## config.mk

```make
export PLATFORM = sky130hd
export DESIGN_NAME = rider_seq_flat
export DESIGN_NICKNAME = d
export VERILOG_FILES = /design/src/rtl/segway_pkg.sv /design/src/rtl/rider_seq_if.sv /design/src/rtl/rider_ld_eval.sv /design/src/rtl/rider_seq.sv /design/src/flat_wrapper.sv
export SDC_FILE = /design/constraint.sdc
export NUM_CORES = 1
export LEC_CHECK = 0
export CORE_MARGIN = 8
export CORE_UTILIZATION = 60
export DETAILED_ROUTE_END_ITERATION = 7
export GPL_TIMING_DRIVEN = 0
export PLACE_DENSITY = 0.89
export SYNTH_ARGS = -nofsm -noshare
export SYNTH_HDL_FRONTEND = slang
export SYNTH_SLANG_ARGS = --single-unit
```

## constraint.sdc

```tcl
create_clock -name clk -period 3.1 [get_ports clk]
set_input_delay 0.775 -clock clk [delete_from_list [all_inputs] [get_ports clk]]
set_output_delay 0.775 -clock clk [all_outputs]
set_load 0.005 [all_outputs]
```

## src/rtl/segway_pkg.sv

```systemverilog
// Shared types and constants for the segway rider/steering control path.
package segway_pkg;

  typedef enum logic [1:0] {
    IDLE,
    WAIT,
    STEER
  } rider_state_t;

  localparam logic [11:0] MIN_RIDER_WT_DEF = 12'h200;
  localparam logic [11:0] WT_HYST_DEF      = 12'h040;

  localparam int unsigned TMR_W_FAST = 15;
  localparam int unsigned TMR_W_FULL = 26;

  function automatic int unsigned tmr_width(input bit fast);
    return fast ? TMR_W_FAST : TMR_W_FULL;
  endfunction

endpackage

```

## src/rtl/rider_seq_if.sv

```systemverilog
// Load-cell sample inputs and rider/steering controls of the rider sequencer.
interface rider_seq_if;
  logic        ld_vld;
  logic [11:0] lft_ld;
  logic [11:0] rght_ld;
  logic        pwr_up;
  logic        rider_off;
  logic        en_steer;
  logic        tmr_full;

  modport master (
    output ld_vld, lft_ld, rght_ld, pwr_up,
    input  rider_off, en_steer, tmr_full
  );

  modport slave (
    input  ld_vld, lft_ld, rght_ld, pwr_up,
    output rider_off, en_steer, tmr_full
  );
endinterface

```

## src/rtl/rider_ld_eval.sv

```systemverilog
// Combinational load-cell evaluation: total load, balance and gross-imbalance flags.
module rider_ld_eval (
  input  logic [11:0] lft_ld,
  input  logic [11:0] rght_ld,
  output logic [12:0] sum,
  output logic        bal,
  output logic        gross_unbal
);

  logic [11:0] diff;

  always_comb begin
    sum         = {1'b0, lft_ld} + {1'b0, rght_ld};
    diff        = (lft_ld >= rght_ld) ? (lft_ld - rght_ld) : (rght_ld - lft_ld);
    bal         = {1'b0, diff} < (sum >> 2);
    // 15/16 of sum, compared at 13 bits
    gross_unbal = {1'b0, diff} > (sum - (sum >> 4));
  end

endmodule

```

## src/rtl/rider_seq.sv

```systemverilog
// Rider-detect and steering-enable sequencer ahead of the balance controller.
module rider_seq
  import segway_pkg::*;
#(
  parameter bit          fast_sim     = 1'b1,
  parameter logic [11:0] MIN_RIDER_WT = MIN_RIDER_WT_DEF,
  parameter logic [11:0] WT_HYST      = WT_HYST_DEF
) (
  input  logic       clk,
  input  logic       rst,
  rider_seq_if.slave bus
);

  localparam int unsigned     TmrW   = tmr_width(fast_sim);
  localparam logic [12:0]     SetThr = {1'b0, MIN_RIDER_WT};
  localparam logic [12:0]     ClrThr = {1'b0, MIN_RIDER_WT - WT_HYST};
  localparam logic [TmrW-1:0] TmrOne = {{(TmrW-1){1'b0}}, 1'b1};

  logic [12:0] sum;
  logic        bal;
  logic        gross_unbal;

  rider_ld_eval u_ld_eval (
    .lft_ld      (bus.lft_ld),
    .rght_ld     (bus.rght_ld),
    .sum         (sum),
    .bal         (bal),
    .gross_unbal (gross_unbal)
  );

  rider_state_t    state_q, state_d;
  logic [TmrW-1:0] timer_q, timer_d;
  logic            pres_q, pres_d;
  logic            timer_clr;
  logic            tmr_full_q, rider_off_q, en_steer_q;
  logic            over_set, under_clr;

  assign over_set  = sum > SetThr;
  assign under_clr = sum < ClrThr;

  // Equality at either threshold holds the current presence.
  always_comb begin
    pres_d = pres_q;
    if (bus.ld_vld) begin
      if (over_set) begin
        pres_d = 1'b1;
      end else if (under_clr) begin
        pres_d = 1'b0;
      end
    end
  end

  always_comb begin
    state_d   = state_q;
    timer_clr = 1'b0;
    unique case (state_q)
      IDLE: begin
        if (bus.ld_vld && over_set && bus.pwr_up) state_d = WAIT;
      end
      WAIT: begin
        if (!bus.pwr_up || (bus.ld_vld && !pres_d)) begin
          state_d = IDLE;
        end else if (bus.ld_vld && !bal) begin
          timer_clr = 1'b1;
        end else if (tmr_full_q && bus.ld_vld) begin
          state_d = STEER;
        end
      end
      STEER: begin
        if (!bus.pwr_up || !pres_d) begin
          state_d = IDLE;
        end else if (bus.ld_vld && gross_unbal) begin
          state_d = WAIT;
        end
      end
      default: state_d = IDLE;
    endcase
  end

  always_comb begin
    if ((state_d != state_q) || timer_clr) begin
      timer_d = '0;
    end else if ((state_q == WAIT) && !(&timer_q)) begin
      timer_d = timer_q + TmrOne;
    end else begin
      timer_d = timer_q;
    end
  end

  // Outputs are decoded from next-state so they move on the transition edge.
  always_ff @(posedge clk or posedge rst) begin
    if (rst) begin
      state_q     <= IDLE;
      timer_q     <= '0;
      pres_q      <= 1'b0;
      rider_off_q <= 1'b1;
      en_steer_q  <= 1'b0;
      tmr_full_q  <= 1'b0;
    end else begin
      state_q     <= state_d;
      timer_q     <= timer_d;
      pres_q      <= pres_d;
      rider_off_q <= (state_d == IDLE);
      en_steer_q  <= (state_d == STEER);
      tmr_full_q  <= &timer_d;
    end
  end

  assign bus.rider_off = rider_off_q;
  assign bus.en_steer  = en_steer_q;
  assign bus.tmr_full  = tmr_full_q;

endmodule

```

## src/flat_wrapper.sv

```systemverilog
// flat-port wrapper written by rule: the top's interface ports become plain ports
module rider_seq_flat import segway_pkg::*;
#(
  parameter bit          fast_sim     = 1'b1,
  parameter logic [11:0] MIN_RIDER_WT = MIN_RIDER_WT_DEF,
  parameter logic [11:0] WT_HYST      = WT_HYST_DEF
)
  (clk, rst, bus_ld_vld, bus_lft_ld, bus_rght_ld, bus_pwr_up, bus_rider_off, bus_en_steer, bus_tmr_full);
  rider_seq_if bus_i ();
  input  logic clk;
  input  logic rst;
  input wire logic [$bits(bus_i.ld_vld)-1:0] bus_ld_vld;
  input wire logic [$bits(bus_i.lft_ld)-1:0] bus_lft_ld;
  input wire logic [$bits(bus_i.rght_ld)-1:0] bus_rght_ld;
  input wire logic [$bits(bus_i.pwr_up)-1:0] bus_pwr_up;
  output wire logic [$bits(bus_i.rider_off)-1:0] bus_rider_off;
  output wire logic [$bits(bus_i.en_steer)-1:0] bus_en_steer;
  output wire logic [$bits(bus_i.tmr_full)-1:0] bus_tmr_full;
  assign bus_i.ld_vld = bus_ld_vld;
  assign bus_i.lft_ld = bus_lft_ld;
  assign bus_i.rght_ld = bus_rght_ld;
  assign bus_i.pwr_up = bus_pwr_up;
  assign bus_rider_off = bus_i.rider_off;
  assign bus_en_steer = bus_i.en_steer;
  assign bus_tmr_full = bus_i.tmr_full;
  rider_seq #(.fast_sim(fast_sim), .MIN_RIDER_WT(MIN_RIDER_WT), .WT_HYST(WT_HYST)) u_core (.clk(clk), .rst(rst), .bus(bus_i));
endmodule
```

==> summary.md <==
| Metric | Value |
|---|---|
| Mapped Cells | `564` |
| Count of buffer and inverter cells on the critical path | `6` |
| Crit end category | `flip-flop` |
| Highest Clock Rate | `between 0.15 and 0.2 GHz` |
| Fill count | `409` |
| Register area | `526.8 µm²` |
| Largest net degree at the start of global routing | `22` |
| Max_slew headroom | `0.4486` |
| Post-Layout Cell Count | `749` |
| Clock sinks | `21` |
| Die Y | `101.7 µm` |
| Port Buffers | `30` |
| Crit path launch | `bus_lft_ld[4]` |
| Via count | `5110` |
| Clock latency on the worst-skew pair | `between 0.2 and 0.3 ns` |
| DRT Pass-1 Iters | `6` |
| Post-route DRC | `0` |
| Top FF cell, synth | `dfrtp_1` |
| Mapped Nets | `660` |
| Final Hold Fails | `0` |
| Leakage | `2.608 nW` |
| CP delay by family, top | `compound AO/OA/AOI/OAI gates` |
| DIE WIDTH | `101.7 µm` |
| Clock period minus worst slack | `between 5 and 6 ns` |
| R2R Path Start | `u_core.timer_q[8]` |
| Starting Density | `0.6138` |
| Number of synthesized flops with an enable pin | `0` |
| Critical Path Fanout Max | `8` |
| Reg2Reg Depth | `10` |
| Worst Setup EP | `u_core.state_q[0]` |
| Post-DP Area | `about 4900 µm²` |
| H-tree depth | `1` |
| PwrDens | `443.9 nW/µm²` |
| Failing checks | `negative setup slack` |
| Reg2reg end | `u_core.bus.tmr_full` |
| Status | `finished, violations left` |
| FF-to-FF setup slack | `-0.50 ns` |
| Worst Path Required | `around 3.3 ns` |
| Fin crit share | `1.862` |
| DP HPWL | `a little under 10 mm` |
| Initial DRC count | `461` |
| Nets | `747` |
| Max incr delay on CP | `0.39 ns` |
| Die ar. | `10340 µm²` |
| Inst Count DP | `roughly 690` |
| WP depth | `26` |
| Footprint of the multi-input gates | `approximately 4100 µm²` |
| Via density | `6.822` |
| Vias in the first global route | `just under 5k` |
| Row count | `31` |
| Cell Area, Synth | `~4400 µm²` |
| CP arrival | `5.94 ns` |
| Critical path startpoint category | `primary input` |
| Final wirelength | `16.06 mm` |
| RSZ-0062 raised after global routing | `yes` |
| CP max-delay cell | `a2111oi_4` |
| Worst Hold Class | `reg2reg` |
| Crit path kind | `in2reg` |
| Final clock skew | `0.002766 ns` |
| Yosys reg bits | `21` |
| Drt wl/cell | `21.45 µm` |
| Reg clk slew, reported paths | `0.08 ns` |
| Setup TNS | `-50.47 ns` |
| Sequential fraction of the synthesis area | `0.1196` |
| Final instance area | `5892 µm²` |
| Ys Warns | `0` |
| CTS tree | `done` |
| First-pass GRT wire length | `23.30 mm` |
| Clk buf depth | `2` |
| Slew Limit Fails | `0` |
| Avg Cell Area, Syn | `7.809 µm²` |
| # hold bufs at CTS | `0` |
| Diodes inserted | `0` |
| Total CTS buffers | `3` |
| Post-synthesis cell type count | `75` |
| Area delta synth->final | `33.78%` |
| Share of flip-flops with an asynchronous set or reset | `1.000` |
| Congestion Overflow GR | `0` |
| Final WS setup | `-2.671 ns` |
| Total Routing Usage GR | `0.2756` |
| ANT nets after route | `0` |
| Worst slew pin tran | `0.8063 ns` |
| GPL Wtd Cong | `0.9977` |
| Clock root buffer master | `clkbuf_8` |
| Ratio of cells with drive above 1 in the final layout | `0.2785` |
| Core area | `7176 µm²` |
| Final setup fails | `21` |
| Max-cap violation count | `0` |
| Initial antenna violation count | `0` |
| IO Pins | `31` |
| Maximum VDD drop | `0.0002733 V` |
==> report_power, final <==
group / leakage [nW] / total, mW / switching [mW] / internal [mW]
registers: 0.283 / 0.310 / 0.0201 / 0.290
logic: 2.30 / 2.11 / 1.18 / 0.930
clock network: 0.0255 / 0.192 / 0.102 / 0.0901
==> worst min path at each step <==
stage,start,cells past startpoint,to,slack [ns]
3_5_place_dp,u_core.pres_q,1,u_core.pres_q,0.60
5_1_grt,u_core.timer_q[11],3,u_core.timer_q[11],0.66
3_3_place_gp,u_core.pres_q,1,u_core.pres_q,0.58
6_report,u_core.timer_q[11],3,u_core.timer_q[11],0.64
4_1_cts,u_core.pres_q,1,u_core.pres_q,0.62
2_1_floorplan,u_core.state_q[1],2,u_core.bus.rider_off,0.56
==> per-layer routing <==
| layer | vias to the layer above | GRT usage | share of wire |
|---|---|---|---|
| met2 | 374 | 0.5070 | 0.49 |
| met3 | 156 | 0.04948 | 0.087 |
| li1 | 2222 | - | - |
| met4 | 0 | 0.1214 | 0.075 |
| met1 | 2358 | 0.2987 | 0.35 |
| met5 | - | 0 | 0 |
==> kinds of logic (layout without fill, tap and decap cells) <==
group           Yosys count  count (layout)  share of synthesized area
compound gates          154             154                     0.2472
simple gates            199             199                     0.2568
buf+inv                  70             156                    0.06733
mux                       9               9                    0.02159
fa+ha+maj                69              69                     0.2023
xor+xnor                 42              42                    0.08523
flops                    21              21                     0.1196
==> final cells by class <==
class,count,share of cell area
clock buffers,3,0.007008
flip-flops and latches,21,0.08940
repair buffers,82,0.1236
inverters,52,0.03568
clock inverters,1,0.0008494
well taps,99,0.02102
plain buffers,18,0.02782
multi-input cells,473,0.6946
==> layout by cell type (no fill, tap or decap), types with 14 or more instances in the layout <==
cell type / synthesis / final
buf_4: 1 / 54
ha_1: 64 / 51
inv_1: 50 / 41
nand2_1: 43 / 41
a21oi_1: 39 / 33
nor2_1: 33 / 30
xnor2_1: 29 / 27
o21ai_0: 25 / 24
dfrtp_1: 20 / 20
a21o_1: 16 / 16
nand3_1: 16 / 14
==> registers in the layout, indices dropped and copies added (netlist names) <==
name                  count
u_core.timer_q           15
u_core.state_q            2
u_core.bus.en_steer       1
u_core.bus.rider_off      1
u_core.bus.tmr_full       1
u_core.pres_q             1
==> cell usage after synthesis, types with 4 or more instances <==
master | n | area share
a2111oi_0 | 5 | 0.0099
a211o_1 | 7 | 0.014
a211oi_1 | 7 | 0.012
a21o_1 | 16 | 0.027
a21oi_1 | 39 | 0.044
a311o_1 | 4 | 0.0091
and3_1 | 6 | 0.0085
and4_1 | 4 | 0.0080
buf_2 | 6 | 0.0068
clkbuf_1 | 7 | 0.0060
dfrtp_1 | 20 | 0.11
fa_1 | 4 | 0.018
ha_1 | 64 | 0.18
inv_1 | 50 | 0.043
mux2_2 | 4 | 0.010
mux2i_1 | 5 | 0.011
nand2_1 | 43 | 0.037
nand2b_1 | 12 | 0.017
nand3_1 | 16 | 0.018
nand4_1 | 13 | 0.018
nor2_1 | 33 | 0.028
nor2b_1 | 12 | 0.017
nor3_1 | 16 | 0.018
nor3_2 | 10 | 0.023
nor4_1 | 5 | 0.0071
o2111ai_1 | 4 | 0.0080
o211ai_1 | 4 | 0.0068
o21a_1 | 5 | 0.0085
o21ai_0 | 25 | 0.028
o31a_1 | 4 | 0.0080
o31ai_1 | 6 | 0.010
xnor2_1 | 29 | 0.058
xor2_1 | 12 | 0.024
==> worst register-to-register path, delay by kind of cell, from the launching register on <==
kind	cells	cell delay, ns
AOI/OAI and AO/OA	1	0.38
xor gates and xnor gates	1	0.19
DFF	1	0.34
and+or+nand+nor	7	2.35
buffers and inverters	1	0.25
==> metrics by stage <==
| stage | util | hold slack, ns | setup WS [ns] | total power [mW] |
|---|---|---|---|---|
| after detailed placement | 0.6891 | 0.5995 | -3.610 | 1.853 |
| after global routing | 0.8211 | 0.6562 | -2.913 | 2.772 |
| final | 0.8211 | 0.6421 | -2.671 | 2.616 |
| after floorplan | - | 0.5623 | -2.246 | 1.487 |
| after global placement | 0.6891 | 0.5849 | -3.525 | 1.764 |
| after CTS | 0.7801 | 0.6203 | -2.419 | 2.272 |
==> timing repair <==
action | CTS | global route
pin swaps | 29 | 15
setup endpoints to repair | 21 | 21
gates cloned | 0 | 1
gates resized for setup | 115 | 38
setup buffers | 37 | 15
(Power assumes the default switching activity.)
